==> config.mk <==
export PLATFORM = sky130hd
export DESIGN_NAME = dot_product_seq_flat
export DESIGN_NICKNAME = d
export VERILOG_FILES = /design/src/rtl/dot_product_seq_if.sv /design/src/rtl/dot_product_seq.sv /design/src/flat_wrapper.sv
export SDC_FILE = /design/constraint.sdc
export NUM_CORES = 1
export LEC_CHECK = 0
export CORE_MARGIN = 3
export CORE_UTILIZATION = 40
export DETAILED_ROUTE_END_ITERATION = 16
export GPL_TIMING_DRIVEN = 0
export PLACE_DENSITY = 0.75
export REMOVE_ABC_BUFFERS = 1
export SLEW_MARGIN = 20
export SYNTH_ARGS = -nofsm -noshare
export SYNTH_HDL_FRONTEND = slang
export SYNTH_SLANG_ARGS = --single-unit
export TNS_END_PERCENT = 20
==> constraint.sdc <==
create_clock -name clk -period 2.6 [get_ports clk]
set_input_delay 0.65 -clock clk [delete_from_list [all_inputs] [get_ports clk]]
set_output_delay 0.65 -clock clk [all_outputs]
set_load 0.05 [all_outputs]
==> src/rtl/dot_product_seq_if.sv <==
// Operand, mac-side and result handshake bundle for dot_product_seq.
// The slave modport is the sequencer's view; master is the surrounding system.
interface dot_product_seq_if #(
    parameter int DATA_WIDTH = 16,
    parameter int OUT_WIDTH  = 32,
    parameter int VEC_LEN_W  = 8
);
    logic                  start;
    logic [VEC_LEN_W-1:0]  vec_len;
    logic                  in_valid;
    logic                  in_ready;
    logic [DATA_WIDTH-1:0] in_a;
    logic [DATA_WIDTH-1:0] in_b;
    logic                  mac_rst;
    logic [DATA_WIDTH-1:0] mac_a;
    logic [DATA_WIDTH-1:0] mac_b;
    logic [OUT_WIDTH-1:0]  mac_out;
    logic                  res_valid;
    logic                  res_ready;
    logic [OUT_WIDTH-1:0]  res_data;
    logic                  busy;

    modport slave (
        input  start, vec_len, in_valid, in_a, in_b, mac_out, res_ready,
        output in_ready, mac_rst, mac_a, mac_b, res_valid, res_data, busy
    );

    modport master (
        output start, vec_len, in_valid, in_a, in_b, mac_out, res_ready,
        input  in_ready, mac_rst, mac_a, mac_b, res_valid, res_data, busy
    );
endinterface

==> src/rtl/dot_product_seq.sv <==
// Feeds vec_len operand pairs into an external mac, waits out its latency,
// then holds the accumulated dot product on a valid/ready result port.
//
// state | meaning
// IDLE  | waiting for start; mac held cleared
// FEED  | accepting operand pairs into mac
// DRAIN | letting the last product reach mac_out (MAC_LAT+1 cycles)
// HOLD  | result valid until res_ready; mac held cleared
module dot_product_seq #(
    parameter int DATA_WIDTH = 16,
    parameter int OUT_WIDTH  = 32,
    parameter int VEC_LEN_W  = 8,
    parameter int MAC_LAT    = 1
) (
    input  logic clk,
    input  logic rst,
    dot_product_seq_if.slave bus
);
    localparam int DRAIN_W = $clog2(MAC_LAT + 2);

    typedef enum logic [1:0] {IDLE, FEED, DRAIN, HOLD} state_t;

    state_t                state;
    logic [VEC_LEN_W-1:0]  remaining;
    logic [DRAIN_W-1:0]    drain_cnt;
    logic [DATA_WIDTH-1:0] mac_a_q;
    logic [DATA_WIDTH-1:0] mac_b_q;
    logic [OUT_WIDTH-1:0]  res_data_q;
    logic                  in_ready_q;
    logic                  res_valid_q;
    logic                  busy_q;

    always_ff @(posedge clk) begin
        if (!rst) begin
            state       <= IDLE;
            remaining   <= '0;
            drain_cnt   <= '0;
            mac_a_q     <= '0;
            mac_b_q     <= '0;
            res_data_q  <= '0;
            in_ready_q  <= 1'b0;
            res_valid_q <= 1'b0;
            busy_q      <= 1'b0;
        end else begin
            // Any cycle without an accepted pair feeds zeros so mac adds nothing.
            mac_a_q <= '0;
            mac_b_q <= '0;
            case (state)
                IDLE: begin
                    if (bus.start) begin
                        busy_q <= 1'b1;
                        if (bus.vec_len != '0) begin
                            remaining  <= bus.vec_len;
                            in_ready_q <= 1'b1;
                            state      <= FEED;
                        end else begin
                            res_data_q  <= '0;
                            res_valid_q <= 1'b1;
                            state       <= HOLD;
                        end
                    end
                end
                FEED: begin
                    if (bus.in_valid && in_ready_q) begin
                        mac_a_q   <= bus.in_a;
                        mac_b_q   <= bus.in_b;
                        remaining <= remaining - 1'b1;
                        if (remaining == VEC_LEN_W'(1)) begin
                            drain_cnt  <= DRAIN_W'(MAC_LAT);
                            in_ready_q <= 1'b0;
                            state      <= DRAIN;
                        end
                    end
                end
                DRAIN: begin
                    if (drain_cnt == '0) begin
                        res_data_q  <= bus.mac_out;
                        res_valid_q <= 1'b1;
                        state       <= HOLD;
                    end else begin
                        drain_cnt <= drain_cnt - 1'b1;
                    end
                end
                HOLD: begin
                    if (bus.res_ready) begin
                        res_valid_q <= 1'b0;
                        busy_q      <= 1'b0;
                        state       <= IDLE;
                    end
                end
                default: begin
                    in_ready_q  <= 1'b0;
                    res_valid_q <= 1'b0;
                    busy_q      <= 1'b0;
                    state       <= IDLE;
                end
            endcase
        end
    end

    assign bus.mac_rst   = (state == IDLE) || (state == HOLD);
    assign bus.in_ready  = in_ready_q;
    assign bus.mac_a     = mac_a_q;
    assign bus.mac_b     = mac_b_q;
    assign bus.res_valid = res_valid_q;
    assign bus.res_data  = res_data_q;
    assign bus.busy      = busy_q;
endmodule
==> src/flat_wrapper.sv <==
// flat-port wrapper written by rule: the top's interface ports become plain ports
module dot_product_seq_flat 
#(
    parameter int DATA_WIDTH = 16,
    parameter int OUT_WIDTH  = 32,
    parameter int VEC_LEN_W  = 8,
    parameter int MAC_LAT    = 1
)
  (clk, rst, bus_start, bus_vec_len, bus_in_valid, bus_in_a, bus_in_b, bus_mac_out, bus_res_ready, bus_in_ready, bus_mac_rst, bus_mac_a, bus_mac_b, bus_res_valid, bus_res_data, bus_busy);
  dot_product_seq_if #(.DATA_WIDTH(DATA_WIDTH), .OUT_WIDTH(OUT_WIDTH), .VEC_LEN_W(VEC_LEN_W)) bus_i ();
  input  logic clk;
  input  logic rst;
  input wire logic [$bits(bus_i.start)-1:0] bus_start;
  input wire logic [$bits(bus_i.vec_len)-1:0] bus_vec_len;
  input wire logic [$bits(bus_i.in_valid)-1:0] bus_in_valid;
  input wire logic [$bits(bus_i.in_a)-1:0] bus_in_a;
  input wire logic [$bits(bus_i.in_b)-1:0] bus_in_b;
  input wire logic [$bits(bus_i.mac_out)-1:0] bus_mac_out;
  input wire logic [$bits(bus_i.res_ready)-1:0] bus_res_ready;
  output wire logic [$bits(bus_i.in_ready)-1:0] bus_in_ready;
  output wire logic [$bits(bus_i.mac_rst)-1:0] bus_mac_rst;
  output wire logic [$bits(bus_i.mac_a)-1:0] bus_mac_a;
  output wire logic [$bits(bus_i.mac_b)-1:0] bus_mac_b;
  output wire logic [$bits(bus_i.res_valid)-1:0] bus_res_valid;
  output wire logic [$bits(bus_i.res_data)-1:0] bus_res_data;
  output wire logic [$bits(bus_i.busy)-1:0] bus_busy;
  assign bus_i.start = bus_start;
  assign bus_i.vec_len = bus_vec_len;
  assign bus_i.in_valid = bus_in_valid;
  assign bus_i.in_a = bus_in_a;
  assign bus_i.in_b = bus_in_b;
  assign bus_i.mac_out = bus_mac_out;
  assign bus_i.res_ready = bus_res_ready;
  assign bus_in_ready = bus_i.in_ready;
  assign bus_mac_rst = bus_i.mac_rst;
  assign bus_mac_a = bus_i.mac_a;
  assign bus_mac_b = bus_i.mac_b;
  assign bus_res_valid = bus_i.res_valid;
  assign bus_res_data = bus_i.res_data;
  assign bus_busy = bus_i.busy;
  dot_product_seq #(.DATA_WIDTH(DATA_WIDTH), .OUT_WIDTH(OUT_WIDTH), .VEC_LEN_W(VEC_LEN_W), .MAC_LAT(MAC_LAT)) u_core (.clk(clk), .rst(rst), .bus(bus_i));
endmodule
==> flow_summary.json <==
{
  "ant_nets": 0,
  "critical_path_required_ns": 2.82,
  "hold_viol_final": 0,
  "cts.sinks": 79,
  "ff2ff_setup_slack_ns": 0.28,
  "finalClockSkew_ns": 0.0128,
  "root_buffer": "clkbuf_8",
  "nets": 561,
  "htreeDepth": 3,
  "firstDrtPassIters": 4,
  "leakagePower_nw": 1.72,
  "criticalPathCategory": "in -> reg",
  "io_buffers": 144,
  "clockBufferDepth": 2,
  "grtUsageTotal": 0.187,
  "post-route-period-util": 0.928,
  "utilization": 0.647,
  "start_util": 0.418,
  "yosys_most_used_dff": "dfxtp_1",
  "drv_slew": 0,
  "coreArea_mm2": 0.00737,
  "place_area_mm2": 0.00459,
  "grt_pass1_vias": 2825,
  "vias": 2887,
  "drive_gt1_frac": 0.0665,
  "gr-total-overflow": 0,
  "gp_congestion": 0.817,
  "io_pins": 145,
  "final_cell_area_mm2": 0.00477,
  "worstPathArrival_ns": 2.63,
  "period_needed_ns": 2.41,
  "rows": 31,
  "netlist_area_mm2": 0.00308,
  "hp-class": "reg -> reg",
  "final_common_cell": "clkdlybuf4s50_1",
  "ys_async_sr_fraction": 0,
  "cts_buffers": 9,
  "dp_cells": 565,
  "ctsHoldBuffers": 0,
  "maxCapViolations": 0,
  "cp-start-kind": "primary input",
  "wl_per_cell_um": 13.9,
  "num_antenna_cells": 0,
  "min_path_cells": 2,
  "grt_max_degree": 55,
  "synth-edff-count": 0,
  "netlist_instances": 346,
  "layoutNonFillerInstCount": 580,
  "viasPerCell": 4.98,
  "clkTransAtPathRegs_ns": 0.07,
  "setup_viol": 0,
  "syn_to_final_growth_pct": 54.9,
  "ys_warn_count": 0,
  "reg2reg_depth": 5,
  "dieArea_mm2": 0.00879,
  "worst_slew_pin_slew_ns": 0.927,
  "die_h_um": 93.7,
  "endpoint_kind": "register",
  "status": "finished clean",
  "syn_avg_cell_area_um2": 8.90,
  "critPathMaxFanout": 54,
  "wirelength_mm": 8.04,
  "grt_pass1_wl_mm": 12.9,
  "dp_hpwl_mm": 5.79,
  "power_density_mw_per_mm2": 856,
  "seq_area_frac_synth": 0.514,
  "ys_seq_elements": 79,
  "ir_worst_vdd_mv": 0.410,
  "antenna_found_initial": 0,
  "dieWidth_um": 93.7,
  "cts_tree": "done",
  "maxSlewHeadroom": 0.382,
  "insertion_delay_ns": 0.34,
  "max_freq_ghz": 0.414,
  "rsz0062_at_grt": "no",
  "drc": 0,
  "final_cell_mix": "clkdlybuf4s50_1, dfxtp_1, nand3_1, o21ai_0, and2_1",
  "drtIter0Drc": 83,
  "ys_types": 42
}
-- cell families (layout without fill, tap and decap cells) --
family	Yosys count	count (layout)	synth area share
buf+inv	40	175	0.0492
compound gates	71	71	0.143
mux	5	5	0.0167
flops	79	79	0.514
simple gates	143	143	0.246
xor+xnor	1	1	0.00284
fa+ha+maj	7	7	0.0284
-- worst paths after layout --
kind                        from                     end
max reg2reg      u_core.state[1]     u_core.bus.mac_a[0]
min          u_core.remaining[6]     u_core.remaining[6]
min reg2reg  u_core.remaining[6]     u_core.remaining[6]
max               bus_vec_len[5]  u_core.bus.res_data[7]
-- layer usage --
layer / share of wire / routed length (um) / vias to the layer above / global-route usage
li1: - / - / 1468 / -
met1: 0.39 / 3120 / 1286 / 0.208
met2: 0.46 / 3730 / 120 / 0.300
met3: 0.13 / 1040 / 13 / 0.106
met4: 0.018 / 145 / 0 / 0.0626
met5: 0 / 0 / - / 0
-- report_power, final --
| group | switching, W | internal (W) | leakage (nW) |
|---|---|---|---|
| registers | 0.000116 | 0.00136 | 0.639 |
| logic | 0.00115 | 0.000683 | 0.994 |
| clock network | 0.000437 | 0.000340 | 0.0890 |
-- metrics by stage --
step / total power [W] / TNS (ns) / setup slack (ns) / hold WS, ns
finish: 0.00408 / 0 / 0.187 / 0.467
global route: 0.00436 / 0 / 0.00440 / 0.490
CTS: 0.00411 / 0 / 0.0701 / 0.468
detailed placement: 0.00333 / -12.44 / -0.369 / 0.458
global placement: 0.00322 / -125.75 / -2.57 / 0.453
floorplan: 0.00270 / -1.02 / -0.0318 / 0.445
-- sequential cells by signal (all words and copies together), names as in the netlist --
register              cells
u_core.bus.res_data      32
u_core.bus.mac_a         16
u_core.bus.mac_b         16
u_core.remaining          8
u_core.drain_cnt          2
u_core.state              2
u_core.bus.busy           1
u_core.bus.in_ready       1
u_core.bus.res_valid      1
-- final cells by class --
type                    count  area, um^2
inverters                  14        52.6
well taps                  99         124
repair buffers            146        1480
clock buffers               9         124
multi-input cells         227        1370
flip-flops and latches     79        1580
fillers                   635        2600
clock inverters             6        37.5
-- cells in the mapped netlist, types with 3 or more instances --
cell type,n,share of area
clkbuf_1,19,0.023
inv_1,14,0.017
mux2i_1,4,0.013
nor2_1,10,0.012
o21ai_0,36,0.059
nor2b_1,4,0.0081
ha_1,7,0.028
dfxtp_1,79,0.51
a21oi_1,12,0.020
buf_1,6,0.0073
o22ai_1,3,0.0061
nand3_1,70,0.11
and2_1,32,0.065
a311oi_1,3,0.0085
nand2_1,14,0.017
-- critical path, cell delays in order --
cell and delay, ns:
clkdlybuf4s50_1 0.44, nor4_2 0.52, nand3_1 0.16, a211o_2 0.46, buf_12 0.21, nand3_1 0.09, o21ai_0 0.08
-- repair_timing --
item                       CTS  global route
gates resized for setup      2             3
buffers inserted             0             0
setup endpoints to repair    5            35
Power figures use the tool's default switching activity.
